File: src/rtl/actuador_clasificador_pkg.sv
// Shared types for the sorter actuator: upstream protocol codes, actuator
// FSM states and common widths.
package actuador_clasificador_pkg;

  typedef enum logic [1:0] {
    Y_IDLE    = 2'b00,
    Y_INSPECT = 2'b01,
    Y_REJECT  = 2'b10,
    Y_ACCEPT  = 2'b11
  } y_code_t;

  typedef enum logic [1:0] {
    ST_IDLE  = 2'b00,
    ST_PULSE = 2'b01,
    ST_GAP   = 2'b10
  } act_state_t;

  localparam int CNT_W   = 8;
  localparam int TIMER_W = 4;

endpackage

File: src/rtl/actuador_clasificador_result_fifo.sv
// Small result queue between event detection and the actuator FSM.
// One bit per entry (1 = accept, 0 = reject), combinational head read.
// A push into a full queue is still taken when a pop happens in the same cycle.
module result_fifo #(
  parameter int DEPTH = 4
) (
  input  logic                     clk,
  input  logic                     reset,
  input  logic                     push,
  input  logic                     pop,
  input  logic                     din,
  output logic                     dout,
  output logic                     full,
  output logic [$clog2(DEPTH):0]   count
);

  localparam int AW = $clog2(DEPTH);

  logic          mem [DEPTH];
  logic [AW-1:0] wr_ptr;
  logic [AW-1:0] rd_ptr;
  logic          empty;
  logic          do_push;
  logic          do_pop;

  assign full    = (count == (AW+1)'(DEPTH));
  assign empty   = (count == '0);
  assign do_pop  = pop && !empty;
  assign do_push = push && (!full || do_pop);
  assign dout    = mem[rd_ptr];

  // Pointer and occupancy bookkeeping; pointers wrap naturally at DEPTH.
  always_ff @(posedge clk or posedge reset) begin
    if (reset) begin
      wr_ptr <= '0;
      rd_ptr <= '0;
      count  <= '0;
    end else begin
      if (do_push) wr_ptr <= wr_ptr + AW'(1);
      if (do_pop)  rd_ptr <= rd_ptr + AW'(1);
      case ({do_push, do_pop})
        2'b10:   count <= count + (AW+1)'(1);
        2'b01:   count <= count - (AW+1)'(1);
        default: count <= count;
      endcase
    end
  end

  // Storage write; contents need no reset since occupancy gates every read.
  always_ff @(posedge clk) begin
    if (do_push) mem[wr_ptr] <= din;
  end

endmodule

File: src/rtl/actuador_clasificador.sv
// Sorter actuator: detects accept/reject decisions from the upstream Mealy
// stage, queues them, and drives one diverter gate per result with a fixed
// pulse followed by a dead-time gap. Keeps saturating per-class counters.
module actuador_clasificador
  import actuador_clasificador_pkg::*;
#(
  parameter int PULSE_CYCLES = 4,
  parameter int GAP_CYCLES   = 2,
  parameter int DEPTH        = 4
) (
  input  logic             clk,
  input  logic             reset,
  input  logic [1:0]       y_code,
  input  logic             clear_counts,
  output logic             gate_accept,
  output logic             gate_reject,
  output logic             busy,
  output logic [2:0]       fifo_count,
  output logic [CNT_W-1:0] accept_count,
  output logic [CNT_W-1:0] reject_count,
  output logic             overflow
);

  localparam logic [TIMER_W-1:0] PULSE_LAST = TIMER_W'(PULSE_CYCLES - 1);
  localparam logic [TIMER_W-1:0] GAP_LAST   = TIMER_W'(GAP_CYCLES - 1);

  function automatic logic [CNT_W-1:0] sat_inc(input logic [CNT_W-1:0] v);
    return (v == '1) ? v : v + CNT_W'(1);
  endfunction

  logic [1:0]         y_prev;
  logic               event_det;
  logic               event_acc;
  logic               fifo_head;
  logic               fifo_full;
  logic               pop;
  act_state_t         state;
  act_state_t         state_nx;
  logic [TIMER_W-1:0] timer;
  logic [TIMER_W-1:0] timer_nx;
  logic               gate_accept_nx;
  logic               gate_reject_nx;

  // A decision is a fresh reject/accept code; a held code counts once.
  assign event_det = ((y_code == Y_REJECT) || (y_code == Y_ACCEPT)) && (y_prev != y_code);
  assign event_acc = (y_code == Y_ACCEPT);
  assign busy      = (state != ST_IDLE);

  // Previous-code register for edge detection on the protocol code.
  always_ff @(posedge clk or posedge reset) begin
    if (reset) y_prev <= Y_IDLE;
    else       y_prev <= y_code;
  end

  result_fifo #(
    .DEPTH (DEPTH)
  ) u_result_fifo (
    .clk   (clk),
    .reset (reset),
    .push  (event_det),
    .pop   (pop),
    .din   (event_acc),
    .dout  (fifo_head),
    .full  (fifo_full),
    .count (fifo_count)
  );

  // Per-class counters count every decision, including dropped ones; clear wins.
  always_ff @(posedge clk or posedge reset) begin
    if (reset) begin
      accept_count <= '0;
      reject_count <= '0;
    end else if (clear_counts) begin
      accept_count <= '0;
      reject_count <= '0;
    end else if (event_det) begin
      if (event_acc) accept_count <= sat_inc(accept_count);
      else           reject_count <= sat_inc(reject_count);
    end
  end

  // Sticky flag for a decision lost to a full queue with no pop to make room.
  always_ff @(posedge clk or posedge reset) begin
    if (reset)                                  overflow <= 1'b0;
    else if (clear_counts)                      overflow <= 1'b0;
    else if (event_det && fifo_full && !pop)    overflow <= 1'b1;
  end

  // Actuator state, phase timer and registered gate drives.
  always_ff @(posedge clk or posedge reset) begin
    if (reset) begin
      state       <= ST_IDLE;
      timer       <= '0;
      gate_accept <= 1'b0;
      gate_reject <= 1'b0;
    end else begin
      state       <= state_nx;
      timer       <= timer_nx;
      gate_accept <= gate_accept_nx;
      gate_reject <= gate_reject_nx;
    end
  end

  // Next-state logic: pop in IDLE, hold the gate for the pulse, then dead time.
  always_comb begin
    state_nx       = state;
    timer_nx       = timer;
    gate_accept_nx = gate_accept;
    gate_reject_nx = gate_reject;
    pop            = 1'b0;
    case (state)
      ST_IDLE: begin
        gate_accept_nx = 1'b0;
        gate_reject_nx = 1'b0;
        if (fifo_count != '0) begin
          pop            = 1'b1;
          state_nx       = ST_PULSE;
          timer_nx       = '0;
          gate_accept_nx = fifo_head;
          gate_reject_nx = !fifo_head;
        end
      end
      ST_PULSE: begin
        if (timer == PULSE_LAST) begin
          state_nx       = ST_GAP;
          timer_nx       = '0;
          gate_accept_nx = 1'b0;
          gate_reject_nx = 1'b0;
        end else begin
          timer_nx = timer + TIMER_W'(1);
        end
      end
      ST_GAP: begin
        gate_accept_nx = 1'b0;
        gate_reject_nx = 1'b0;
        if (timer == GAP_LAST) begin
          state_nx = ST_IDLE;
          timer_nx = '0;
        end else begin
          timer_nx = timer + TIMER_W'(1);
        end
      end
      default: begin
        state_nx       = ST_IDLE;
        timer_nx       = '0;
        gate_accept_nx = 1'b0;
        gate_reject_nx = 1'b0;
      end
    endcase
  end

endmodule

File: config.mk
export PLATFORM = sky130hd
export DESIGN_NAME = actuador_clasificador
export DESIGN_NICKNAME = d
export VERILOG_FILES = /design/src/rtl/actuador_clasificador_pkg.sv /design/src/rtl/actuador_clasificador_result_fifo.sv /design/src/rtl/actuador_clasificador.sv
export SDC_FILE = /design/constraint.sdc
export NUM_CORES = 1
export LEC_CHECK = 0
export CAP_MARGIN = 25
export CELL_PAD_IN_SITES_DETAIL_PLACEMENT = 0
export CELL_PAD_IN_SITES_GLOBAL_PLACEMENT = 2
export CORE_MARGIN = 4
export CORE_UTILIZATION = 35
export DETAILED_ROUTE_END_ITERATION = 8
export GPL_TIMING_DRIVEN = 0
export PLACE_DENSITY_LB_ADDON = 0.1
export RECOVER_POWER = 25
export SLEW_MARGIN = 5
export SYNTH_ARGS = -nofsm -noshare
export SYNTH_HDL_FRONTEND = slang
export SYNTH_SLANG_ARGS = --single-unit
File: constraint.sdc
create_clock -name clk -period 2.2 [get_ports clk]
set_input_delay 0.55 -clock clk [delete_from_list [all_inputs] [get_ports clk]]
set_output_delay 0.55 -clock clk [all_outputs]
set_load 0.005 [all_outputs]
==> results of run 1 <==
## registers in the layout, indices dropped and copies added, names as in the netlist
name	cells
state	2
u_result_fifo.rd_ptr	2
timer	4
y_prev	2
gate_accept	1
u_result_fifo.mem	4
accept_count	8
u_result_fifo.count	3
reject_count	8
u_result_fifo.wr_ptr	2
overflow	1
gate_reject	1
## per-layer routing
metal  part of all wire, %  wire, µm
met5                     0         0
met4                   1.7        81
met3                   3.0       140
met2                    47      2190
met1                    48      2270
## report_power, final
group / total [mW] / switching (mW) / internal [mW]
combinational: 1.08 / 0.545 / 0.531
sequential: 0.959 / 0.117 / 0.842
clock: 0.473 / 0.247 / 0.226
total: 2.51 / 0.910 / 1.60
## Yosys cell counts, types with 2 or more instances
| cell type | count |
|---|---|
| and2_1 | 7 |
| dfrtp_1 | 34 |
| a211oi_1 | 2 |
| a21oi_1 | 11 |
| and3_1 | 3 |
| mux2_2 | 2 |
| nand2_1 | 18 |
| nand3_1 | 9 |
| or4_1 | 2 |
| clkbuf_1 | 3 |
| o41ai_1 | 3 |
| xnor2_1 | 4 |
| nand2b_1 | 4 |
| nor3_1 | 7 |
| o22ai_1 | 3 |
| o21ai_0 | 10 |
| a31oi_1 | 6 |
| nor2_1 | 12 |
| or3_1 | 2 |
| nor2b_1 | 2 |
| inv_1 | 21 |
| edfxtp_1 | 4 |
| ha_1 | 12 |
| o31ai_1 | 3 |
| buf_2 | 2 |
| nand4_1 | 3 |
| mux2i_1 | 4 |
| a2bb2oi_1 | 2 |
## how the worst max path moves through the flow
stage	cells after the start	from	to
2_1_floorplan	8	y_code[0]	u_result_fifo.count[1]
3_3_place_gp	9	y_code[0]	u_result_fifo.count[1]
3_5_place_dp	9	y_code[0]	u_result_fifo.count[1]
4_1_cts	9	y_code[0]	u_result_fifo.count[1]
5_1_grt	8	state[1]	u_result_fifo.count[1]
6_report	8	state[1]	u_result_fifo.count[1]
## cell families (layout without fill, tap and decap cells)
logic type      Yosys count  in the layout  share of synthesized area (%)
flops                    38             38                           44.6
xor+xnor                  5              5                           2.01
mux                       7              7                           3.91
buf+inv                  26             63                           4.60
compound gates           54             54                           16.9
fa+ha+maj                13             13                           7.82
simple gates             80             80                           20.1
## worst max-delay path: stages (launching register included)
cell and delay, ps:
dfrtp_1 410, inv_2 90, ha_4 160, o31a_1 270, nand2_1 110, fa_1 580, nor3_1 60, mux2i_1 120
o211ai_1 100
## area by class of cell
class                           instances  share of cell area, %
Multi-Input combinational cell        159                   42.2
Sequential cell                        38                   36.6
Buffer                                  5                   1.41
Timing Repair Buffer                   29                   10.3
Inverter                               21                   2.97
Clock buffer                            8                   3.01
Tap cell                               75                   3.53
## through the flow
step / hold WS, ps / cells
final: 478 / 335
after global routing: 468 / 335
after CTS: 486 / 334
after detailed placement: 469 / 324
after global placement: 460 / 324
after floorplan: 453 / 223
## placed cells by master, fill, tap and decap left out, drive strengths merged, types with 2 or more instances in the layout
| cell type | netlist | final |
|---|---|---|
| or2 | 2 | 2 |
| xnor2 | 4 | 4 |
| o21ai | 10 | 10 |
| clkdlybuf4s50 | 0 | 23 |
| o22ai | 3 | 3 |
| and2 | 8 | 8 |
| a211oi | 3 | 3 |
| inv | 21 | 21 |
| edfxtp | 4 | 4 |
| nand2b | 4 | 4 |
| or4 | 2 | 2 |
| ha | 12 | 12 |
| a21oi | 11 | 11 |
| nand2 | 19 | 19 |
| a31oi | 6 | 6 |
| buf | 2 | 5 |
| nand3 | 9 | 9 |
| clkbuf | 3 | 12 |
| nand4 | 3 | 3 |
| nor2b | 2 | 2 |
| and3 | 3 | 3 |
| dlygate4sd2 | 0 | 2 |
| dfrtp | 34 | 34 |
| or3 | 2 | 2 |
| o31ai | 3 | 3 |
| mux2i | 4 | 4 |
| nor3 | 8 | 8 |
| o41ai | 3 | 3 |
| mux2 | 2 | 2 |
| nor4 | 2 | 2 |
| a2bb2oi | 2 | 2 |
| nor2 | 12 | 12 |
## timing repair
| item | in CTS | in global routing |
|---|---|---|
| pin swaps | 1 | 3 |
| setup endpoints to repair | 3 | 1 |
| gates cloned | 0 | 0 |
| resized for setup | 12 | 5 |
| buffers inserted | 2 | 1 |
==> impl_metrics.csv, run 1 <==
group,metric,value,unit
run_status,outcome,"complete, no violations",
drt,drcViolationCount,0,
clock_tree,numCtsBuffers,5,
final_layout,syn2layout_area_growth,22.2,%
power_and_ir_drop,cellPowerDensity,944,nW/µm²
final_layout,fin_util,44.3,%
timing,fin_skew,5.20,ps
final_layout,ff_latch_area,971,µm²
placement,post_dp_cell_area,2530,µm²
floorplanning,core,5990,µm²
placement,post-place-ws,-591,ps
yosys,synthArstFlopShare,89.5,%
grt,grt-busiest-layer,"met2",
drt,ant_nets,0,
drt,via_per_inst,5.23,
timing,tightestPinTransition,1370,ps
floorplanning,initial_core_util,36.3,%
timing,fin_crit,2030,ps
floorplanning,die_area,7540,µm²
min_path,hold_class,"input pin to flip-flop",
min_path,hold_depth,1,
grt,use_met1,18.0,%
timing,finalSetupTns,0,ps
yosys,synth_edf_count,4,
yosys,syn-num-nets,241,
power_and_ir_drop,ir_worst_vdd,0.436,mV
critical_path,worstRegToRegCells,8,
drt,wl_per_cell,14.0,µm
final_layout,nFillCells,579,
drt,drt_pass1_iterations,5,
clock_tree,clkSinkCount,38,
clock_tree,clockRootBuffer,"clkbuf_8",
clock_tree,cts_tree,"yes",
job,cap_viol_max_count,0,
final_layout,finalNetCount,277,
power_and_ir_drop,power,2.51,mW
drt,totalWireLength,4.68,mm
critical_path,crit_arrival,2190,ps
timing,hold_viol,0,
placement,port_buffers,26,
min_path,hold_start,"y_code[0]",
yosys,synth_top_cell_area_share,39.1,%
clock_tree,clk_pin_slew_worst_paths,80,ps
timing,slew_headroom,8.50,%
placement,dp_hpwl,3.31,mm
timing,finalMaxSlewViolations,0,
timing,rsz0062_at_grt,"false",
timing,period_share,92.1,%
yosys,ys_warn_count,0,
critical_path,r2r-end,"u_result_fifo.count[1]",
placement,gp_congestion,0.752,
timing,final.setup.worst_slack,173,ps
critical_path,crit_path_end_kind,"flip-flop",
yosys,synth_ff_type,"dfrtp_1",
grt,antenna_found_initial,0,
yosys,syn_area_per_cell,9.75,µm²
yosys,yosysTopAreaCell,"dfrtp_1",
drt,vias,1752,
final_layout,multi_input_area,1120,µm²
final_layout,drive_above_1_share,9.62,%
yosys,synth.area.top_cells,"dfrtp_1, ha_1, edfxtp_1",
critical_path,worstReg2RegStart,"state[1]",
final_layout,diodes,0,
power_and_ir_drop,leakagePower,1.09,nW
grt,grt_pass1_wl,8.14,mm
clock_tree,clockBufferDepth,2,
final_layout,fin_area,2660,µm²
floorplanning,num_rows,28,
yosys,synth-seq-cells,38,
floorplanning,die_h,86.8,µm
critical_path,crit_type,"flip-flop to flip-flop",
grt,grt_pass1_vias,1729,
yosys,ys_seq_area_share,44.6,%
critical_path,cp.required,2370,ps
floorplanning,io-pin-count,28,
critical_path,start_kind,"flip-flop",
grt,grt_overflow,0,
critical_path,path_max_fanout,6,
yosys,syn-cell-area,2170,µm²
critical_path,regToRegSetupSlack,170,ps
timing,finalSetupViolCount,0,
floorplanning,die_w,86.8,µm
yosys,synth.distinct_cells,56,
drt,drt_iter0_markers,31,
clock_tree,hold_buffers,0,
grt,met2_usage,21.0,%
clock_tree,cts_max_level,2,
yosys,synthCells,223,
grt,use_met3,3.14,%
clock_tree,worstSkewPairLatency,290,ps
min_path,worstHoldEndpoint,"y_prev[0]",
grt,grt.total_usage,13.5,%
timing,max_freq,0.493,GHz
grt,grt_max_degree,35,
(Power assumes the default switching activity.)
==> run 2: changes to the inputs <==
--- a/config.mk
+++ b/config.mk
@@ -14,7 +14,7 @@
 export GPL_TIMING_DRIVEN = 0
 export PLACE_DENSITY_LB_ADDON = 0.1
 export RECOVER_POWER = 25
-export SLEW_MARGIN = 5
+export SLEW_MARGIN = 20
 export SYNTH_ARGS = -nofsm -noshare
 export SYNTH_HDL_FRONTEND = slang
 export SYNTH_SLANG_ARGS = --single-unit
==> impl_metrics.csv, run 2 (synthesis gave the netlist of run 1 again) <==
group,metric,value,unit
critical_path,crit_arrival,2180,ps
critical_path,crit_path_end_kind,"flip-flop",
critical_path,regToRegSetupSlack,190,ps
critical_path,cp.required,2370,ps
power_and_ir_drop,power,2.53,mW
timing,finalSetupViolCount,0,
clock_tree,clockRootBuffer,"clkbuf_8",
floorplanning,die_area,7540,µm²
final_layout,layoutNonFillerInstCount,336,
grt,antenna_found_initial,0,
drt,totalWireLength,4.59,mm
drt,vias,1737,
timing,slew_headroom,60.2,%
power_and_ir_drop,cellPowerDensity,947,nW/µm²
min_path,hold_class,"input pin to flip-flop",
critical_path,start_kind,"flip-flop",
placement,post-place-ws,-592,ps
critical_path,path_max_fanout,6,
timing,tightestPinTransition,597,ps
final_layout,drive_above_1_share,10.7,%
job,cap_viol_max_count,0,
final_layout,top_regs,"accept_count (8), reject_count (8)",
floorplanning,num_rows,28,
run_status,outcome,"complete, no violations",
power_and_ir_drop,ir_worst_vdd,0.507,mV
clock_tree,cts_max_level,2,
grt,grt.total_usage,13.3,%
final_layout,final_cell_mix,"dfrtp_1, clkdlybuf4s50_1, nand2_1, inv_1, nor2_1",
critical_path,cp-startpoint,"state[1]",
placement,post_dp_cell_area,2550,µm²
grt,grt_pass1_wl,8.01,mm
drt,drcViolationCount,0,
floorplanning,die_h,86.8,µm
timing,fin_crit,2010,ps
floorplanning,die_w,86.8,µm
grt,grt_max_degree,24,
timing,finalSetupTns,0,ps
clock_tree,clkSinkCount,38,
timing,final.setup.worst_slack,187,ps
final_layout,syn2layout_area_growth,23.0,%
timing,max_freq,0.497,GHz
final_layout,fin_area,2670,µm²
placement,place_inst,325,
placement,port_buffers,26,
final_layout,finalNetCount,278,
timing,finalMaxSlewViolations,0,
placement,gp_congestion,0.752,
grt,grt_pass1_vias,1736,
clock_tree,numCtsBuffers,5,
final_layout,final_common_cell,"dfrtp_1",
grt,grt_overflow,0,
clock_tree,clockBufferDepth,2,
timing,fin_skew,5.38,ps
drt,drt_iter0_markers,29,
critical_path,crit_type,"flip-flop to flip-flop",
floorplanning,core,5990,µm²
placement,dp_hpwl,3.35,mm
drt,via_per_inst,5.17,
clock_tree,worstSkewPairLatency,290,ps
clock_tree,clk_pin_slew_worst_paths,80,ps
final_layout,diodes,0,
timing,hold_viol,0,
floorplanning,io-pin-count,28,
power_and_ir_drop,leakagePower,1.10,nW
clock_tree,hold_buffers,0,
drt,wl_per_cell,13.7,µm
timing,rsz0062_at_grt,"false",
timing,period_share,91.5,%
drt,ant_nets,0,
floorplanning,initial_core_util,36.3,%
clock_tree,cts_tree,"yes",
critical_path,worstReg2RegStart,"state[1]",
drt,drt_pass1_iterations,6,
min_path,hold_start,"y_code[0]",
[run 2: cell types whose count changed in the layout (fill, tap and decap cells not counted)]
cell and delta:
clkdlybuf4s50_1 -1, clkbuf_8 +1, clkbuf_2 +1, nand2_2 +1
nand2_1 -1, dlygate4sd3_1 +1, clkbuf_1 -1
[run 2: per-stage QoR]
stage          hold slack (ps)  utilization [%]
2_1_floorplan              453                -
3_3_place_gp               460             42.2
3_5_place_dp               469             42.5
4_1_cts                    487             44.7
5_1_grt                    483             44.6
6_report                   479             44.6
[run 2: final cells by class]
cell class	count	area [µm²]
Fill cell	596	3320
Sequential cell	38	971
Timing Repair Buffer	30	279
Multi-Input combinational cell	159	1120
Buffer	5	37.5
Tap cell	75	93.8
Inverter	21	78.8
Clock buffer	8	90.1
[run 2: worst paths after layout]
check / endpoint / depth (start not counted)
setup / recovery: u_result_fifo.count[1] / 8
hold / removal: y_prev[0] / 1
hold reg to reg: gate_accept / 2
min in group asynchronous: reject_count[2] / 2
setup reg to reg: u_result_fifo.count[1] / 8
max in group asynchronous: u_result_fifo.wr_ptr[1] / 3
[run 2: routing by layer]
metal	global-route usage, %	part of all wire, %	wire length (µm)
met1	17.8	50	2290
met2	21.0	46	2110
met3	3.04	3.0	137
met4	4.53	1.1	51
met5	0	0	0
[run 2: timing repair]
| item | CTS | global route |
|---|---|---|
| pin swaps | 1 | 3 |
| resized for setup | 12 | 5 |
| endpoints found under the setup margin | 3 | 1 |
| setup buffers | 2 | 1 |
[run 2: critical path, cell delays in order, from the launching register on]
cell and delay, ps:
dfrtp_1 410, inv_2 90, ha_4 150, o31a_1 260, nand2_1 110, fa_1 590, nor3_1 60, mux2i_1 120
o211ai_1 100
[run 2: power by group]
group / internal [mW] / switching (mW)
Combinational: 0.532 / 0.539
Sequential: 0.842 / 0.116
Clock: 0.256 / 0.247
